**src/rtl/video_bus_bridge.sv**
```systemverilog
// rtl/video_bus_bridge.sv - CPU write bridge into video RAM with fill engine, port register and frame timing
// Feeds the VGA scanout stage: vram writes, border/beeper, frame irq and flash phase.
module video_bus_bridge #(
   parameter int          FIFO_DEPTH = 4,
   parameter int          IRQ_LEN    = 32,
   parameter logic [15:0] VBASE      = 16'h4000
) (
   input  logic        clock,
   input  logic        reset,
   input  logic [15:0] cpu_a,
   input  logic [7:0]  cpu_d,
   input  logic        cpu_mw,
   input  logic        cpu_iow,
   output logic        cpu_wait,
   output logic [12:0] vram_a,
   output logic [7:0]  vram_d,
   output logic        vram_we,
   output logic [2:0]  border,
   output logic        beeper,
   input  logic        vs,
   output logic        irq,
   output logic        flash
);
   localparam int PW = $clog2(FIFO_DEPTH);
   localparam int CW = PW + 1;
   localparam int IW = $clog2(IRQ_LEN + 1);
   localparam logic [12:0] PIX_LAST = 13'h17FF;
   localparam logic [12:0] ATR_LAST = 13'h1AFF;

   typedef enum logic [1:0] {IDLE, DRAIN, FILL_PIX, FILL_ATR} state_t;
   state_t state, state_nx;

   logic [20:0]   mem [FIFO_DEPTH];
   logic [20:0]   head;
   logic [PW-1:0] wptr, rptr;
   logic [CW-1:0] count, count_nx;
   logic [CW-1:0] drain_left, drain_left_nx;
   logic [12:0]   fill_addr, fill_addr_nx;
   logic [7:0]    fill_attr, attr_latch;
   logic          attr_load;

   logic [16:0]   a_ext;
   logic [12:0]   a_off;
   logic          in_range, push, pop, io_ok, fill_req;
   logic          wr_en;
   logic [12:0]   wr_a;
   logic [7:0]    wr_d;

   assign a_ext    = {1'b0, cpu_a};
   assign in_range = (a_ext >= {1'b0, VBASE}) && (a_ext < ({1'b0, VBASE} + 17'd6912));
   // In-range offsets are below 8192, so 13-bit modular subtraction is exact.
   assign a_off    = cpu_a[12:0] - VBASE[12:0];

   assign cpu_wait = (count == CW'(FIFO_DEPTH));
   assign push     = cpu_mw && in_range && !cpu_wait;
   assign io_ok    = cpu_iow && !cpu_wait;
   assign fill_req = io_ok && (cpu_a[7:0] == 8'hFC) && cpu_d[0];
   assign pop      = ((state == IDLE) || (state == DRAIN)) && (count != '0);
   assign count_nx = count + CW'(push) - CW'(pop);
   assign head     = mem[rptr];

   always_comb begin
      state_nx      = state;
      wr_en         = 1'b0;
      wr_a          = fill_addr;
      wr_d          = 8'h00;
      fill_addr_nx  = fill_addr;
      drain_left_nx = drain_left;
      attr_load     = 1'b0;
      case (state)
         IDLE: begin
            if (pop) begin
               wr_en = 1'b1;
               wr_a  = head[20:8];
               wr_d  = head[7:0];
            end
            // Only entries queued up to the request are drained ahead of the fill.
            if (fill_req) begin
               drain_left_nx = count_nx;
               fill_addr_nx  = 13'h0000;
               state_nx      = (count_nx == '0) ? FILL_PIX : DRAIN;
            end
         end
         DRAIN: begin
            wr_en         = 1'b1;
            wr_a          = head[20:8];
            wr_d          = head[7:0];
            drain_left_nx = drain_left - 1'b1;
            if (drain_left == CW'(1)) begin
               state_nx     = FILL_PIX;
               fill_addr_nx = 13'h0000;
            end
         end
         FILL_PIX: begin
            wr_en        = 1'b1;
            wr_d         = 8'h00;
            fill_addr_nx = fill_addr + 1'b1;
            if (fill_addr == PIX_LAST) begin
               state_nx  = FILL_ATR;
               attr_load = 1'b1;
            end
         end
         FILL_ATR: begin
            wr_en        = 1'b1;
            wr_d         = attr_latch;
            fill_addr_nx = fill_addr + 1'b1;
            if (fill_addr == ATR_LAST) state_nx = IDLE;
         end
      endcase
   end

   always_ff @(posedge clock) begin
      if (reset) begin
         state      <= IDLE;
         wptr       <= '0;
         rptr       <= '0;
         count      <= '0;
         drain_left <= '0;
         fill_addr  <= '0;
         fill_attr  <= 8'h38;
         attr_latch <= 8'h38;
         border     <= 3'b000;
         beeper     <= 1'b0;
         vram_we    <= 1'b0;
         vram_a     <= '0;
         vram_d     <= '0;
      end else begin
         state      <= state_nx;
         count      <= count_nx;
         drain_left <= drain_left_nx;
         fill_addr  <= fill_addr_nx;
         if (push) wptr <= wptr + 1'b1;
         if (pop)  rptr <= rptr + 1'b1;
         if (attr_load) attr_latch <= fill_attr;
         vram_we <= wr_en;
         if (wr_en) begin
            vram_a <= wr_a;
            vram_d <= wr_d;
         end
         if (io_ok && (cpu_a[7:0] == 8'hFE)) begin
            border <= cpu_d[2:0];
            beeper <= cpu_d[4];
         end
         if (io_ok && (cpu_a[7:0] == 8'hFD)) fill_attr <= cpu_d;
      end
   end

   always_ff @(posedge clock) begin
      if (push) mem[wptr] <= {a_off, cpu_d};
   end

   logic          vs_r, vs_rr, vs_fall;
   logic [IW-1:0] irq_cnt;
   logic [3:0]    frame_cnt;

   // Both sync flops reset low so a sync already low at reset is not taken as an edge.
   assign vs_fall = vs_rr && !vs_r;
   assign irq     = (irq_cnt != '0);

   always_ff @(posedge clock) begin
      if (reset) begin
         vs_r      <= 1'b0;
         vs_rr     <= 1'b0;
         irq_cnt   <= '0;
         frame_cnt <= 4'h0;
         flash     <= 1'b0;
      end else begin
         vs_r  <= vs;
         vs_rr <= vs_r;
         if (vs_fall) begin
            irq_cnt   <= IW'(IRQ_LEN);
            frame_cnt <= frame_cnt + 1'b1;
            if (frame_cnt == 4'hF) flash <= !flash;
         end else if (irq_cnt != '0) begin
            irq_cnt <= irq_cnt - 1'b1;
         end
      end
   end
endmodule

```
**config.mk**
```make
export PLATFORM = sky130hd
export DESIGN_NAME = video_bus_bridge
export DESIGN_NICKNAME = d
export VERILOG_FILES = /design/src/rtl/video_bus_bridge.sv
export SDC_FILE = /design/constraint.sdc
export NUM_CORES = 1
export LEC_CHECK = 0
export BUFFER_PORTS_ARGS = -buffer_cell sky130_fd_sc_hd__buf_2
export CORE_UTILIZATION = 45
export DETAILED_ROUTE_END_ITERATION = 6
export GPL_TIMING_DRIVEN = 0
export MAX_ROUTING_LAYER = met4
export PLACE_DENSITY = 0.62
export SYNTH_ARGS = -nofsm -noshare
export SYNTH_HDL_FRONTEND = slang
export SYNTH_SLANG_ARGS = --single-unit
```
**constraint.sdc**
```tcl
create_clock -name clock -period 3.71 [get_ports clock]
set_clock_uncertainty 0.15 [all_clocks]
set_input_delay 0.742 -clock clock [delete_from_list [all_inputs] [get_ports clock]]
set_output_delay 0.742 -clock clock [all_outputs]
set_load 0.01 [all_outputs]
```
=== Word level (Yosys, flattened, before mapping) ===
Memories as Yosys holds them, arrays and structs flattened. A register that Yosys moved wholly into a read port is not among the register bits.
Index checks and enable logic that the tools add are counted.

* Add/sub/neg operators: 8
* $mul: 0
* Div/mod/pow operators: 0
* Order comparisons: 2
* Equality and inequality tests: 15
* Shift operators: 0
* Muxes and demuxes: 25
* Bitwise operators: 0
* Reduce and logical (&&, ||, !) cells: 27

{| class="wikitable"
|+ Operators with widths
! cell !! count
|-
| 2-to-1 mux 13 bit || 3
|-
| one-hot mux 13 bit (3 select lines) || 1
|-
| one-hot mux 8 bit (4 select lines) || 1
|-
| == test 13 bit (second input constant) || 2
|-
| one-hot mux 13 bit (2 select lines) || 1
|-
| == test 8 bit (second input constant) || 3
|-
| >= comparator 16 x 15 -> 1 bit (second input constant) || 1
|-
| < comparator 16 x 15 -> 1 bit (second input constant) || 1
|-
| 2-to-1 mux 2 bit || 7
|-
| adder 13 x 1 -> 13 bit (second input constant) || 1
|-
| 2-to-1 mux 6 bit || 2
|-
| logical AND 1 bit || 10
|-
| 2-to-1 mux 8 bit || 1
|-
| one-hot mux 2 bit (4 select lines) || 1
|-
| inequality test 2 bit (second input constant) || 3
|-
| one-hot mux 3 bit (2 select lines) || 1
|-
| AND reduction 2 bit || 3
|-
| nonzero test 6 bit || 1
|-
| subtractor 6 x 1 -> 6 bit (second input constant) || 1
|-
| 2-to-1 mux 1 bit || 5
|-
| adder 2 x 1 -> 2 bit (second input constant) || 2
|-
| adder 4 x 1 -> 4 bit (second input constant) || 1
|-
| == test 2 bit (second input constant) || 2
|-
| == test 4 bit (second input constant) || 1
|-
| other kinds (18) || 22
|}

* Register bits after elaboration: 80
* Latch bits: 0
* Memory bits (writable): 84
* Bits in read-only memories: 0
* Bits of input ports: 29
* Output and inout port bits: 29
* Logic and storage cells: 97
* Memories: 1

{| class="wikitable"
|+ Memory list
! memory !! words !! bits a word !! read ports !! clocked after Yosys merged registers in !! wr ports !! RTL line !! text
|-
| mem || 4 || 21 || 1 || 1 || 1 || 33 || <nowiki>logic [20:0] mem [FIFO_DEPTH];</nowiki>
|}

=== Logic depth before layout (Yosys ltp) ===
* Word-level depth: 10
* Mapped depth: 16
* Mapped depth without buffers: 14

=== Worst setup path before layout ===
Ideal clock, no wire load.

* Kind: reg2reg
* From: register state[0]
* To: register state[0]
* Library setup time: 0.116 ns
* Data arrival time: 3.072 ns
* Data required time: 3.444 ns
* Setup slack: 0.371 ns
* Cell stages (with the launch flop): 17
* Buffers on the path: 2
* Clock period less this slack: 3.339 ns
* Cells stage by stage: dfxtp_1 > inv_1 > ha_1 > clkbuf_1 > or2_2 > clkbuf_1 > nand2_1 > inv_1 > ha_1 > inv_1 > ha_1 > fa_1 > xnor2_1 > xnor2_1 > nor4_1 > a211oi_1 > a31o_2

* Longest elaborated chain between the ends: 8
* Elaborated cells between the ends (all ways): 16
* Those cells by class: 1 x add/sub; 7 x eq/ne; 3 x mux; 5 x reduce/logical

{| class="wikitable"
|+ RTL lines
! element !! RTL line !! text
|-
| from (decl) || 31 || <nowiki>state_t state, state_nx;</nowiki>
|-
| from (signal assigned) || 128 || <nowiki>state <= state_nx;</nowiki>
|-
| == test 2 x 1 -> 1 bit or zero test 2 bit (tied branches) || 58 || <nowiki>assign pop = ((state == IDLE) || (state == DRAIN)) && (count != '0);</nowiki>
|-
| logical OR 1 bit * || 58 ||
|-
| logical AND 1 bit * || 58 ||
|-
| via pop || 44 || <nowiki>logic in_range, push, pop, io_ok, fill_req;</nowiki>
|-
| subtractor 3 x 1 -> 3 bit * || 59 || <nowiki>assign count_nx = count + CW'(push) - CW'(pop);</nowiki>
|-
| zero test 3 bit * || 81 || <nowiki>state_nx = (count_nx == '0) ? FILL_PIX : DRAIN;</nowiki>
|-
| 2-to-1 mux 2 bit * || 81 ||
|-
| 2-to-1 mux 2 bit * || 78 || <nowiki>if (fill_req) begin</nowiki>
|-
| one-hot mux 2 bit (4 select lines) * || 70 || <nowiki>case (state)</nowiki>
|}

Mark *: on every way through the listed nets, which the timed path passes. The rest lies on a longest branch. The select of a mux whose other input is x is not followed.
A chain may end at the register's enable or synchronous reset.

=== Worst setup path in the final report ===
* From: register state[1]
* To: register state[0]

The elaborated chain is that of the path after synthesis.

==> run_results.csv <==
group,metric,value,unit
final_layout,nNetsFinal,675,
clock_network,clock-root-buffer,"clkbuf_16",
timing,max_freq,0.291,GHz
timing,finalHoldViolCount,0,
clock_network,clkTransAtPathRegs,0.06,ns
final_layout,design_area,0.00800,mm^2
floorplanning,coreArea,0.0148,mm^2
global_routing,grt_max_degree,22,
global_routing,grt_first_pass_wirelength,24.8,mm
placed_design,numPortBuffers,56,
synthesis,synthDistinctLibCells,48,
power,seq_power_share,0.372,
floorplanning,io_pins,58,
timing,fin_crit_sh,0.925,
drt,drt-wirelength-per-cell,19.0,um
critical_path,critPathCaptureType,"flop",
clock_network,cts_tree,"yes",
critical_path,r2r_slack,0.28,ns
placed_design,routabilityCongestion,0.901,
power,powerDensity,746,mW/mm^2
clock_network,numCtsBuffers,17,
synthesis,synth_edf_count,84,
timing,maxSlewHeadroom,0.263,
synthesis,synth_area_per_cell,12.5,um^2
drt,ant_nets,0,
synthesis,ys_top_cells_by_area,"edfxtp_1, dfxtp_1, mux4_2, nor2_1, ha_1",
final_layout,area_growth,15.9,%
power,p_sw_frac,0.349,
floorplanning,die_h,126,um
clock_network,numClockSinks,166,
final_layout,seqCellArea,0.00416,mm^2
timing,fin_tns_setup,0,ns
floorplanning,std_cell_rows,44,
clock_network,cts_buffer_depth,2,
synthesis,synth-main-ff-cell,"edfxtp_1",
power,peakVddDrop,0.000382,V
status,status,"finished clean",
drt,wl_met1,7.05,mm
critical_path,worstSetupStartpointType,"flop",
placed_design,post-dp-hpwl,10.6,mm
timing,finalSetupViolations,0,
power,leakagePower,2.95,nW
power,clkPwrFrac,0.290,
placed_design,placed_cell_area,0.00741,mm^2
drt,first_iter_violations,342,
synthesis,syn_inst,554,
synthesis,synth_largest_area_cell,"edfxtp_1",
critical_path,cp_data_arrival_time,3.61,ns
drt,wl_met2,7.62,mm
drt,vias_per_cell,5.65,
global_routing,antenna_found_initial,0,
worst_hold_path,hold_path.class,"reg2reg",
power,p_comb_frac,0.338,
final_layout,drive_gt1_frac,0.189,
critical_path,critPathKind,"reg2reg",
global_routing,grt_pass1_vias,4544,
job,max_cap_viol_count,0,
synthesis,synth_top_area_share,0.365,
final_layout,antenna_cells,0,
drt,top_layer_used,"met4",
synthesis,synth.top_cells.by_count,"edfxtp_1, dfxtp_1, nor2_1, nand2_1, a21oi_1",
global_routing,grtUsageTotal,0.216,
critical_path,crit_fanout,8,
floorplanning,die_area,0.0158,mm^2
drt,routed_wl,15.7,mm
synthesis,synth_area,0.00690,mm^2
timing,min_period,3.43,ns
clock_network,clk_latency,0.43,ns
timing,rsz0062_at_grt,"false",
synthesis,yosys_warnings,0,
final_layout,multi_input_area,0.00255,mm^2
power,switchingPower,2.08,mW
synthesis,seq_area_frac_synth,0.603,
drt,dr.pass1.iters,5,
global_routing,overflow,0,
synthesis,synth-async-reset-ratio,0,
floorplanning,die_w,126,um
drt,vias,4665,
synthesis,synth_nets,601,
final_layout,fillers,1251,
power,cell_internal_pwr,3.89,mW
clock_network,htreeDepth,4,
drt,drcViolationCount,0,
critical_path,cp.required,3.88,ns
floorplanning,start_util,0.468,
synthesis,yosysMostFrequentCell,"edfxtp_1",
timing,finalMaxSlewViolations,0,
synthesis,ys_ff_latch,166,
timing,worst_slew_pin_slew,1.11,ns
drt,wl_met3,715,um
## worst paths after layout
path                    startpoint  cells past startpoint                    end
max          state[1]$_SDFFE_PP0P_                     14  state[0]$_SDFFE_PP0P_
min                vs_r$_SDFF_PP0_                      1       vs_rr$_SDFF_PP0_
max reg2reg  state[1]$_SDFFE_PP0P_                     14  state[0]$_SDFFE_PP0P_
min reg2reg        vs_r$_SDFF_PP0_                      1       vs_rr$_SDFF_PP0_
## layout by cell type (no fill, tap or decap), types with 8 or more instances in the layout
cell,Yosys,routed
nand4_1,10,10
a32o_1,8,8
buf_2,4,60
dfxtp_1,82,82
inv_1,20,20
a21oi_1,27,27
mux4_2,21,21
nand2_1,29,29
nand3_1,10,10
mux2i_1,21,21
nor2b_1,19,19
ha_1,17,16
a32oi_1,10,10
a211oi_1,22,22
clkbuf_16,0,17
edfxtp_1,84,84
clkbuf_1,21,22
nor3_1,10,10
xnor2_1,9,9
o21ai_0,8,8
nor2_1,60,60
## registers in the layout (all words and copies together) (netlist names), named ones only
signal      count
vram_we         1
wptr            2
border          3
vram_d          8
irq_cnt         6
drain_left      3
flash           1
vs_r            1
vram_a         13
attr_latch      8
fill_addr      13
fill_attr       8
mem            84
count           3
vs_rr           1
frame_cnt       4
rptr            2
beeper          1
state           2
## worst max-delay path, cell delays in order (launching register included)
cell      delay, ns
dfxtp_1        0.40
inv_1          0.12
ha_2           0.25
or2_4          0.28
nand2_1        0.12
inv_1          0.10
ha_1           0.29
inv_1          0.05
ha_1           0.20
fa_1           0.38
xnor2_1        0.14
xnor2_1        0.18
nor4_2         0.32
a211oi_1       0.08
a31o_2         0.27
## per-stage QoR
| stage | worst slack [ns] | cells | util | hold WS (ns) | total power [mW] |
|---|---|---|---|---|---|
| global placement | -0.122 | 794 | 0.502 | 0.304 | 4.20 |
| CTS | 0.0477 | 825 | 0.541 | 0.326 | 5.98 |
| detailed placement | -0.216 | 794 | 0.502 | 0.312 | 4.24 |
| global route | 0.0721 | 825 | 0.542 | 0.347 | 6.29 |
| floorplan | 0.371 | 554 | - | 0.289 | 3.62 |
| finish | 0.278 | 825 | 0.542 | 0.321 | 5.97 |
## cells by family (layout without fill, tap and decap cells)
| kind of cell | Yosys count | after routing | synth area share |
|---|---|---|---|
| xor gates and xnor gates | 14 | 14 | 0.0178 |
| AOI/OAI and AO/OA | 93 | 93 | 0.0944 |
| and+or+nand+nor | 169 | 169 | 0.123 |
| adders and majority gates | 18 | 18 | 0.0337 |
| muxes | 42 | 42 | 0.0990 |
| DFF | 166 | 166 | 0.603 |
| buffers and inverters | 52 | 139 | 0.0290 |
## power groups by stage
stage | clock network [mW] | registers [mW] | logic (mW)
floorplan | 0 | 2.27 | 1.36
global placement | 0 | 2.24 | 1.96
detailed placement | 0 | 2.25 | 1.98
CTS | 1.76 | 2.22 | 2.00
global route | 1.84 | 2.23 | 2.22
finish | 1.73 | 2.22 | 2.02
## layout make-up
type | instances | area share
buffer | 29 | 0.0142
timing repair buffer | 57 | 0.0360
tap | 184 | 0.0288
inverter | 21 | 0.00986
clock inverter | 11 | 0.0153
sequential | 166 | 0.521
clock buffer | 21 | 0.0563
multi-input combinational | 336 | 0.319
## layer usage
metal	vias to the layer above	GRT usage
li1	2204	-
met1	2321	0.273
met2	115	0.340
met3	25	0.0480
met4	0	0.0865
met5	-	-
## timing repair
item,CTS,global route
setup buffers,0,1
endpoints found under the setup margin,2,3
gates cloned,0,0
hold buffers,0,0
pin swaps,0,2
resized for setup,1,2
(Power assumes the default switching activity.)
